$ cat src/rtl/serial_adder.sv
// Bit-serial WIDTH-bit adder: one full-adder cell evaluated per clock, carry kept
// in a flip-flop between bits, registered result with a one-cycle done pulse.
module serial_adder #(
  parameter int WIDTH = 8
) (
  input  logic             clk,
  input  logic             rst,
  input  logic             start,
  input  logic [WIDTH-1:0] a_in,
  input  logic [WIDTH-1:0] b_in,
  input  logic             cin,
  output logic             busy,
  output logic             done,
  output logic [WIDTH-1:0] sum_out,
  output logic             carry_out
);

  localparam int CW = $clog2(WIDTH + 1);

  typedef enum logic {
    IDLE = 1'b0,
    RUN  = 1'b1
  } state_e;

  state_e           state_q;
  logic [WIDTH-1:0] a_sr_q, b_sr_q, s_sr_q;
  logic             c_q;
  logic [CW-1:0]    cnt_q;
  logic             done_q;
  logic [WIDTH-1:0] sum_q;
  logic             carry_q;

  logic             s_d, co_d, last_bit;
  logic [WIDTH-1:0] s_sr_d;
  logic             unused_s_lsb;

  // Full-adder cell; the carry is the true majority, not an OR of the inputs.
  assign s_d      = a_sr_q[0] ^ b_sr_q[0] ^ c_q;
  assign co_d     = (a_sr_q[0] & b_sr_q[0]) | (c_q & (a_sr_q[0] ^ b_sr_q[0]));
  assign s_sr_d   = {s_d, s_sr_q[WIDTH-1:1]};
  assign last_bit = (cnt_q == CW'(WIDTH - 1));

  // The accumulator LSB is always shifted out before it could be observed.
  assign unused_s_lsb = s_sr_q[0];

  // NOTE: all state here is updated with <= so every register samples the
  // values from before the edge; mixing in = would make results order-dependent.
  always_ff @(posedge clk or posedge rst) begin
    if (rst) begin
      state_q <= IDLE;
      a_sr_q  <= '0;
      b_sr_q  <= '0;
      s_sr_q  <= '0;
      c_q     <= 1'b0;
      cnt_q   <= '0;
      done_q  <= 1'b0;
      sum_q   <= '0;
      carry_q <= 1'b0;
    end else begin
      done_q <= 1'b0;
      case (state_q)
        IDLE: begin
          if (start) begin
            a_sr_q  <= a_in;
            b_sr_q  <= b_in;
            c_q     <= cin;
            cnt_q   <= '0;
            state_q <= RUN;
          end
        end
        RUN: begin
          a_sr_q <= {1'b0, a_sr_q[WIDTH-1:1]};
          b_sr_q <= {1'b0, b_sr_q[WIDTH-1:1]};
          s_sr_q <= s_sr_d;
          c_q    <= co_d;
          cnt_q  <= cnt_q + CW'(1);
          if (last_bit) begin
            sum_q   <= s_sr_d;
            carry_q <= co_d;
            done_q  <= 1'b1;
            state_q <= IDLE;
          end
        end
        default: state_q <= IDLE;
      endcase
    end
  end

  assign busy      = (state_q == RUN);
  assign done      = done_q;
  assign sum_out   = sum_q;
  assign carry_out = carry_q;

endmodule

$ cat config.mk
export PLATFORM = sky130hd
export DESIGN_NAME = serial_adder
export DESIGN_NICKNAME = d
export VERILOG_FILES = /design/src/rtl/serial_adder.sv
export SDC_FILE = /design/constraint.sdc
export NUM_CORES = 1
export LEC_CHECK = 0
export ABC_AREA = 1
export BUFFER_PORTS_ARGS = -buffer_cell sky130_fd_sc_hd__buf_2
export CORE_AREA = 2 2 48 83
export DETAILED_ROUTE_END_ITERATION = 16
export DIE_AREA = 0 0 50 85
export GPL_TIMING_DRIVEN = 0
export PLACE_DENSITY = 0.76
export SKIP_LAST_GASP = 1
export SLEW_MARGIN = 25
export SYNTH_ARGS = -nofsm -noshare
export SYNTH_HDL_FRONTEND = slang
export SYNTH_SLANG_ARGS = --single-unit
$ cat constraint.sdc
create_clock -name clk -period 1.16 [get_ports clk]
set_input_delay 0.232 -clock clk [delete_from_list [all_inputs] [get_ports clk]]
set_output_delay 0.232 -clock clk [all_outputs]
set_load 0.01 [all_outputs]
* Word-level counts from Yosys, hierarchy flattened
Index checks and enable logic that the tools add are counted.
Word-level totals: input bits 20, output and inout port bits 11, register bits 40
Cells by class: mux-type cells 13, reduce and logical (&&, ||, !) cells 1, add/subtract/negate cells 1, equality and inequality tests 2, bitwise gates (word level) 6
Operators with widths (number):
- one-hot mux 8 bit (2 select lines) | 2
- 2-to-1 mux 8 bit | 2
- one-hot mux 4 bit (2 select lines) | 1
- 2-to-1 mux 1 bit | 5
- adder 4 x 1 -> 4 bit (second input constant) | 1
- equality test 4 x 3 -> 1 bit (second input constant) | 1
- 2-to-1 mux 4 bit | 1
- one-hot mux 1 bit (2 select lines) | 2
- bitwise AND 1 bit | 2
- inequality test 2 bit (second input constant) | 1
- AND reduction 2 bit | 1
- bitwise XOR 1 bit | 2
- inverter 1 bit | 1
- bitwise OR 1 bit | 1

* Longest topological paths before layout
Gate-level depths: netlist of run 1.
depth after elaboration 4, depth in mapped cells 7

* Worst setup path before layout of run 1
No wires, ideal clock.
kind register to register, start reg a_sr_q[0], end reg sum_q[7], in the netlist sum_out[7], setup slack 34 ps, setup time 66 ps, buffers on the path 0, data arrival time 1060 ps, required time 1094 ps, stages on the path, launching flop included 4, period minus slack after synthesis 1126 ps, path through dfrtp_1 > fa_1 > nand3_1 > nand2_1
On the way: word-level cells in the longest chain between the ends 2
Ends and longest elaborated chain:
- start, declared | RTL line 26 | logic [WIDTH-1:0] a_sr_q, b_sr_q, s_sr_q;
- start signal, assigned | RTL line 64 | a_sr_q <= a_in;
- start signal, assigned | RTL line 72 | a_sr_q <= {1'b0, a_sr_q[WIDTH-1:1]};
- bitwise XOR 1 bit (2 in a row) | RTL line 38 | assign s_d = a_sr_q[0] ^ b_sr_q[0] ^ c_q;
- named net s_d | RTL line 33 | logic s_d, co_d, last_bit;
- end signal, assigned | RTL line 78 | sum_q <= s_sr_d;
- end, declared | RTL line 30 | logic [WIDTH-1:0] sum_q;
The timed path passes the listed nets, and every way through them passes these cells. A chain may end at the register's enable or synchronous reset.

* Final worst setup path of run 1
start reg c_q, end reg c_q
On the way: word-level cells in the longest chain between the ends 3
Ends and longest elaborated chain:
- start, declared | RTL line 27 | logic c_q;
- start signal, assigned | RTL line 66 | c_q <= cin;
- start signal, assigned | RTL line 75 | c_q <= co_d;
- bitwise AND 1 bit | RTL line 39 | assign co_d = (a_sr_q[0] & b_sr_q[0]) | (c_q & (a_sr_q[0] ^ b_sr_q[0]));
- bitwise OR 1 bit | RTL line 39
- named net co_d | RTL line 33
- one-hot mux 1 bit (2 select lines) | RTL line 61 | case (state_q)
The timed path passes the listed nets, and every way through them passes these cells.

==> results of run 1 <==
-- flip-flops by register name, summed over array words and instances, names as in the netlist --
| register | flops |
|---|---|
| s_sr_q | 7 |
| carry_out | 1 |
| done | 1 |
| b_sr_q | 8 |
| a_sr_q | 8 |
| c_q | 1 |
| cnt_q | 4 |
| sum_out | 8 |
| busy | 1 |
-- kinds of logic after synthesis --
kind of cell	count (synthesis)	share of synthesized area (%)
buffers and inverters	18	6.17
and+or+nand+nor	119	30.5
adders and majority gates	2	1.96
AOI/OAI and AO/OA	9	2.71
DFF	39	58.7
-- worst max-delay path, stage by stage, from the launching register on --
cell	delay [ps]
dfrtp_1	400
fa_1	470
nand2_1	100
nand3_1	90
-- layer usage --
metal  track usage (%)  vias to the layer above  share of wire [%]
met5                 0                        -                  0
met4              10.4                        0                2.1
met3              4.75                        5                4.0
met2              30.4                       24                 56
met1              18.6                      611                 38
li1                  -                      672                  -
-- synth_stat cells --
library cell  number
a21oi_1            1
buf_2              2
buf_4              2
buf_6              2
dfrtp_1           39
fa_1               1
ha_1               1
inv_1              8
inv_2              1
inv_4              2
inv_6              1
nand2_1           87
nand2_2            1
nand2_4            2
nand3_1           26
nor2_1             1
nor2_2             1
nor2_4             1
o21ai_0            8
-- final cells by class --
type,count,area (sq um)
Fill cell,333,1490
Sequential cell,39,976
Multi-Input combinational cell,130,601
Timing Repair Buffer,35,233
Clock buffer,6,82.6
Inverter,12,65.1
Tap cell,46,57.6
Buffer,6,51.3
Clock inverter,2,35.0
Timing Repair inverter,1,5.00
-- worst min path at each step --
stage | start | to | slack, ps | cells after the start
2_1_floorplan | a_in[7] | a_sr_q[7] | 340 | 2
3_3_place_gp | b_in[7] | b_sr_q[7] | 430 | 3
3_5_place_dp | rst | s_sr_q[6] | 200 | 2
4_1_cts | b_in[7] | b_sr_q[7] | 130 | 3
5_1_grt | b_in[7] | b_sr_q[7] | 140 | 3
6_report | b_in[7] | b_sr_q[7] | 130 | 3
-- layout by cell type, fill, tap and decap left out, types with 2 or more instances in the layout --
cell type,count
buf_12,2
clkinv_2,2
buf_2,32
o21ai_0,8
inv_8,2
nand2_1,87
dfrtp_1,39
nand2_4,2
inv_2,2
inv_1,7
clkbuf_8,6
buf_4,3
nand3_1,26
-- power by group through the flow --
stage	logic [mW]	registers, mW	clock network, mW
after floorplan	1.13	2.21	0
after global placement	1.60	2.17	0
after detailed placement	1.65	2.19	0
after CTS	1.67	2.17	1.19
after global routing	2.14	2.23	1.25
final	1.89	2.17	1.17
-- what timing repair did --
item	in CTS	in global routing
hold buffers	1	0
cloned	0	2
pin swaps	3	4
setup buffers	0	2
resized for setup	0	9
setup endpoints to repair	2	22
hold endpoints to repair	13	0
-- per-stage QoR --
stage | setup WS [ps] | hold WS, ps
floorplan | 33.8 | 342
global placement | -433 | 426
detailed placement | -16.3 | 199
CTS | -25.1 | 126
global route | -58.4 | 142
finish | -11.2 | 128
==> metrics, run 1 <==
status complete, but fails checks; failing checks setup timing; synth top area cells dfrtp_1, nand2_1, nand3_1, o21ai_0, inv_1; placed insts roughly 260; IO buf count 30; Worst Setup SP c_q; end of the critical path c_q; area of placed instances between 1500 and 2000 sq um; Initial Utilization a little under half; NetSw about 1.9 mW; n_diodes 0; Avg Inst Size Synth 8.89 sq um; Reg-to-Reg Start c_q; Worst Max-Slew Pin Slew between 300 and 400 ps; clk_lat worst skew about 300 ps; layout cells sized above 1 between 20% and 30%; initial antenna violation count 0; Max-slew headroom approximately 80%; critical path type reg -> reg; Mapped Cells ~190; Max Clock Freq around 0.85 GHz; first-pass GRT wire length 5630 um; final setup fails 2; DR WL/cell about 12 um; Starting DRT DRC Count 42; Yosys top cell by area dfrtp_1; PD cells ~2500 nW/um^2; via count 1312; Rows 29; share of power burned in registers 41.5%; area share of the largest cell type after synthesis 58.7%; Total GRT Usage 17.6%; sequential-to-total area share from yosys stat 58.7%; Yosys cell types 19; maximum number of pins on one net before global-route repair 27; number of CTS-inserted buffers 5; Mapped Nets between 200 and 250; Worst EP required about 1300 ps; Antenna Violating Nets Remaining 0; number of synthesized register bits 39; CTS tree built; number of H-tree levels 2; period utilization 101%; maximum VDD drop between 1500 and 2000 uV; Max Slew Vio Count 0; worst clock skew between 4 and 5 ps; P_int between 3 and 4 mW; Max Cap Viol 0; CP max FO 2; final instance area 2110 sq um; Synth warnings 0; PnR worst setup slack -11.2 ps; die area between 4000 and 5000 sq um; Total Neg Setup Slack -15.7 ps; core outline area 3590 sq um; minimum period implied by the final worst setup slack ~1200 ps; DP Wirelength 2220 um; Reg clk slew, reported paths 70 ps; number of global-route vias before repair between 1000 and 1500; Root Buffer clkbuf_8; DRC Markers 0; combinational share of power a little over a third; final non-filler cell total 277; GP Congestion ~0.75; First-pass DRT Iterations 3; Util after Layout 58.6%; synthesis-to-layout area growth 26.6%; clock tree sinks 39; R2R Path End c_q; Pleak roughly 1.1 nW; Critical Path End Type flip-flop; Ports 31; GRT overflow 0; Final #Nets between 200 and 300; drt via density ~4.7; Clock Power Share between 20% and 30%; Reg2Reg Depth 3; post-layout power between 5 and 6 mW; crit path DAT approximately 1400 ps; HP Class in -> reg; switch share between 30% and 40%; clk buf depth 2; Reg2Reg Setup Slack -10 ps; Routed Wire Length between 3000 and 4000 um; Mapped Area around 1700 sq um; Die Y roughly 85 um; die width 50 um; final hold vios 0; RSZ-0062 raised after global routing yes; CP startpoint kind flip-flop
Note: power is estimated with default switching activity, not from simulation.
==> run 2, diff against run 1 <==
--- a/constraint.sdc
+++ b/constraint.sdc
@@ -3,2 +3,2 @@
 set_output_delay 0.232 -clock clk [all_outputs]
-set_load 0.01 [all_outputs]
+set_load 0.1 [all_outputs]
==> metrics, run 2 (synthesis gave the netlist of run 1 again) <==
status complete, but fails checks (unchanged); failing checks setup timing (unchanged); CP startpoint kind flip-flop (unchanged); GRT overflow 0 (unchanged); Total Neg Setup Slack -102 ps (was -15.7 ps); Die Y 85 um (unchanged); CP bufs+invs 1 (was 0); pre-CTS WS -36.5 ps (was -16.3 ps); worst clock skew 2.51 ps (was 4.29 ps); Max Clock Freq 0.830 GHz (was 0.854 GHz); Starting DRT DRC Count 49 (was 42); clk_lat worst skew 290 ps (was 300 ps); final instance area 2360 sq um (was 2110 sq um); Routed Wire Length 3630 um (was 3260 um); Rows 29 (unchanged); Antenna Violating Nets Remaining 0 (unchanged); DR WL/cell 12.9 um (was 11.8 um); layout cells sized above 1 31.4% (was 26.0%); DP Wirelength 2270 um (was 2220 um); area of placed instances 1940 sq um (was 1890 sq um); die width 50 um (unchanged); Worst Max-Slew Pin Slew 277 ps (was 304 ps); Max-slew headroom 81.7% (was 79.7%); n_diodes 0 (unchanged); HP Class in -> reg (unchanged); crit path DAT 970 ps (was 1350 ps); core outline area 3590 sq um (unchanged); largest stage delay on the critical path 500 ps (was 470 ps); CTS tree built (unchanged); period utilization 104% (was 101%); RSZ-0062 raised after global routing yes (unchanged); Final #Nets 257 (was 252); number of global-route vias before repair 1318 (was 1333); Max Cap Viol 0 (unchanged); IO buf count 30 (unchanged); Top delay family on crit path flip-flops (was adder cells); maximum number of pins on one net before global-route repair 30 (was 27); number of CTS-inserted buffers 5 (unchanged); critical path cell sequence buf_8 (was fa_1, nand2_1, nand3_1); leading cell type in the layout, fill and taps excluded nand2_1 (unchanged); post-layout power 7.24 mW (was 5.23 mW); clock tree sinks 39 (unchanged); Pleak 1.20 nW (was 1.14 nW); Critical Path End Type primary output (was flip-flop); maximum VDD drop 1690 uV (was 1570 uV); die area 4250 sq um (unchanged); Total GRT Usage 16.8% (was 17.6%); Max Slew Vio Count 0 (unchanged); most frequent cells in the layout nand2_1, dfrtp_1, nand3_1 (was nand2_1, dfrtp_1, buf_2); First-pass DRT Iterations 4 (was 3); Ports 31 (unchanged); CP max FO 2 (unchanged); via count 1408 (was 1312); DRC Markers 0 (unchanged); final setup fails 3 (was 2); final hold vios 0 (unchanged); clk buf depth 2 (unchanged); final non-filler cell total 282 (was 277); first-pass GRT wire length 5460 um (was 5630 um); Initial Utilization 46.3% (unchanged); minimum period implied by the final worst setup slack 1210 ps (was 1170 ps); synthesis-to-layout area growth 41.7% (was 26.6%); critical path type reg -> out (was reg -> reg); Worst path slowest cell dfrtp_4 (was fa_1); number of H-tree levels 2 (unchanged); Root Buffer clkbuf_8 (unchanged); GP Congestion 0.712 (was 0.749); placed insts 264 (unchanged); PD cells 3070 nW/um^2 (was 2490 nW/um^2); PnR worst setup slack -45.1 ps (was -11.2 ps); Reg clk slew, reported paths 80 ps (was 70 ps); Worst EP required 930 ps (was 1340 ps); drt via density 4.99 (was 4.74); initial antenna violation count 0 (unchanged)
==> run 2: layout make-up <==
cell class / instances / area (sq um)
buffer: 5 / 50.0
clock buffer: 6 / 82.6
clock inverter: 2 / 35.0
fill: 279 / 1240
inverter: 12 / 72.6
multi-input combinational: 131 / 664
sequential: 39 / 980
tap: 46 / 57.6
timing repair buffer: 40 / 408
timing repair inverter: 1 / 6.26
==> run 2: metrics by stage <==
step | hold slack (ps) | utilization [%]
finish | 125 | 65.6
global route | 127 | 65.6
floorplan | 337 | -
global placement | 422 | 53.4
detailed placement | 180 | 54.0
CTS | 124 | 59.1
==> run 2: power breakdown <==
group / total (mW) / leakage [nW] / switching [mW] / internal, mW
registers: 2.29 / 0.510 / 0.408 / 1.88
clock network: 1.19 / 0.0612 / 0.494 / 0.696
logic: 3.76 / 0.632 / 2.34 / 1.42
total: 7.24 / 1.20 / 3.24 / 4.00
==> run 2: worst paths after layout <==
check	depth (start not counted)	startpoint	end	slack, ps
min in group asynchronous	3	rst	sum_out[1]	410
max reg2reg	3	c_q	sum_out[7]	-50
min	3	b_in[7]	b_sr_q[7]	120
max in group asynchronous	4	rst	busy	300
min reg2reg	2	b_sr_q[7]	b_sr_q[7]	480
max	1	busy	busy	-50
==> run 2: metal layers <==
metal  vias up  GRT usage [%]  wire [um]
li1        682              -          -
met1       692           16.8       1280
met2        27           31.3       2160
met3         7           5.11        123
met4         0           6.06         70
met5         -              0          0
==> run 2: timing repair <==
item                                   in CTS  in global routing
hold buffers                                1                  0
endpoints found under the hold margin      10                  0
setup endpoints to repair                  23                 37
pin swaps                                   3                  5
gates resized for setup                    21                 29
cloned                                      0                  3
setup buffers                               0                  7
==> run 3, diff against run 2 <==
CORE_AREA = 2 2 52 91   (was 2 2 48 83)
DIE_AREA = 0 0 54 93   (was 0 0 50 85)
PLACE_DENSITY = 0.66   (was 0.76)
==> metrics, run 3 (synthesis gave the netlist of run 1 again) <==
status complete, but fails checks (unchanged); failing checks setup timing (unchanged); CP bufs+invs 1 (unchanged); Worst EP required 930 ps (about the same); DR WL/cell 13.0 um (was 12.9 um); DP Wirelength 2440 um (was 2270 um); clk buf depth 2 (unchanged); Top delay family on crit path flip-flops (unchanged); final hold vios 0 (unchanged); CTS tree built (unchanged); Starting DRT DRC Count 28 (was 49); clk_lat worst skew 300 ps (was 290 ps); RSZ-0062 raised after global routing yes (unchanged); IO buf count 30 (unchanged); DRC Markers 0 (unchanged); Max Clock Freq 0.819 GHz (was 0.830 GHz); Total GRT Usage 17.0% (was 16.8%); Final #Nets 264 (was 257); Reg clk slew, reported paths 80 ps (about the same); pre-CTS WS -39.2 ps (was -36.5 ps); Filler cells 387 (was 279); n_diodes 0 (unchanged); Root Buffer clkbuf_8 (unchanged); crit path DAT 990 ps (was 970 ps); placed insts 269 (was 264); critical path cell sequence buf_6 (was buf_8); Die Y 93 um (was 85 um); Rows 32 (was 29); maximum number of pins on one net before global-route repair 30 (unchanged); core outline area 4320 sq um (was 3590 sq um); Max Slew Vio Count 0 (unchanged); post-layout power 6.95 mW (was 7.24 mW); period utilization 105% (was 104%); Pleak 1.33 nW (was 1.20 nW); initial antenna violation count 0 (unchanged); First-pass DRT Iterations 5 (was 4); PnR worst setup slack -61.2 ps (was -45.1 ps); CP startpoint kind flip-flop (unchanged); die area 5020 sq um (was 4250 sq um); largest stage delay on the critical path 500 ps (about the same); Initial Utilization 38.5% (was 46.3%); synthesis-to-layout area growth 47.7% (was 41.7%); via count 1393 (was 1408); number of CTS-inserted buffers 5 (unchanged); Antenna Violating Nets Remaining 0 (unchanged); CP max FO 2 (unchanged); Worst path slowest cell dfrtp_4 (unchanged); final setup fails 14 (was 3); Ports 31 (unchanged); PD cells 2830 nW/um^2 (was 3070 nW/um^2); Max Cap Viol 0 (unchanged); Worst Max-Slew Pin Slew 262 ps (was 277 ps); drt via density 4.74 (was 4.99); clock tree sinks 39 (unchanged); number of global-route vias before repair 1328 (was 1318); Critical Path End Type primary output (unchanged); HP Class in -> reg (unchanged); GP Congestion 0.715 (was 0.712); die width 54 um (was 50 um); maximum VDD drop 1830 uV (was 1690 uV); number of H-tree levels 2 (unchanged); Max-slew headroom 82.5% (was 81.7%); critical path type reg -> out (unchanged); GRT overflow 0 (unchanged); area of placed instances 1950 sq um (was 1940 sq um); WHS 126 ps (was 125 ps); most frequent cells in the layout nand2_1, dfrtp_1, buf_2 (was nand2_1, dfrtp_1, nand3_1); layout cells sized above 1 43.2% (was 31.4%); worst clock skew 6.95 ps (was 2.51 ps); Routed Wire Length 3820 um (was 3630 um); minimum period implied by the final worst setup slack 1220 ps (was 1210 ps); leading cell type in the layout, fill and taps excluded nand2_1 (unchanged); final non-filler cell total 294 (was 282); first-pass GRT wire length 6110 um (was 5460 um); final instance area 2460 sq um (was 2360 sq um)
-- run 3: stage by stage --
step,utilization [%],TNS [ps]
global placement,44.5,-19820
global route,56.8,-1420
floorplan,-,-3330
detailed placement,45.0,-227
CTS,49.4,-260
finish,56.8,-285
-- run 3: cell type report --
type | instances | area [sq um] | share of cell area [%]
clock inverter | 1 | 5.00 | 0.204
timing repair buffer | 47 | 423 | 17.2
tap | 51 | 63.8 | 2.60
inverter | 12 | 77.6 | 3.16
multi-input combinational | 131 | 764 | 31.1
clock buffer | 7 | 76.3 | 3.11
buffer | 6 | 66.3 | 2.70
sequential | 39 | 980 | 39.9
-- run 3: per-layer routing --
layer	up-vias	global-route usage (%)	part of all wire (%)
met5	-	0	0
met3	9	3.83	3.2
met2	25	29.9	58
met1	666	18.6	36
li1	693	-	-
met4	0	7.50	3.0
-- run 3: worst paths after layout --
check,slack (ps),cells past startpoint,to,start
setup / recovery,-60,1,busy,busy
hold / removal,130,3,b_sr_q[7],b_in[7]
setup reg to reg,-40,5,a_sr_q[2],busy
hold reg to reg,490,2,b_sr_q[7],b_sr_q[7]
max in group asynchronous,300,4,busy,rst
min in group asynchronous,400,3,sum_out[2],rst
-- run 3: power breakdown --
group          switching, mW  internal [mW]  total [mW]
clock                  0.470          0.422       0.892
sequential             0.419           1.88        2.30
combinational           2.36           1.39        3.76
-- run 3: timing repair --
action                                  4_1_cts  5_1_grt
gates resized for setup                      25       57
hold buffers                                  1        0
endpoints found under the setup margin       29       39
endpoints found under the hold margin        10        0
cloned                                        3        1
pin swaps                                     4       17
setup buffers                                 1       11
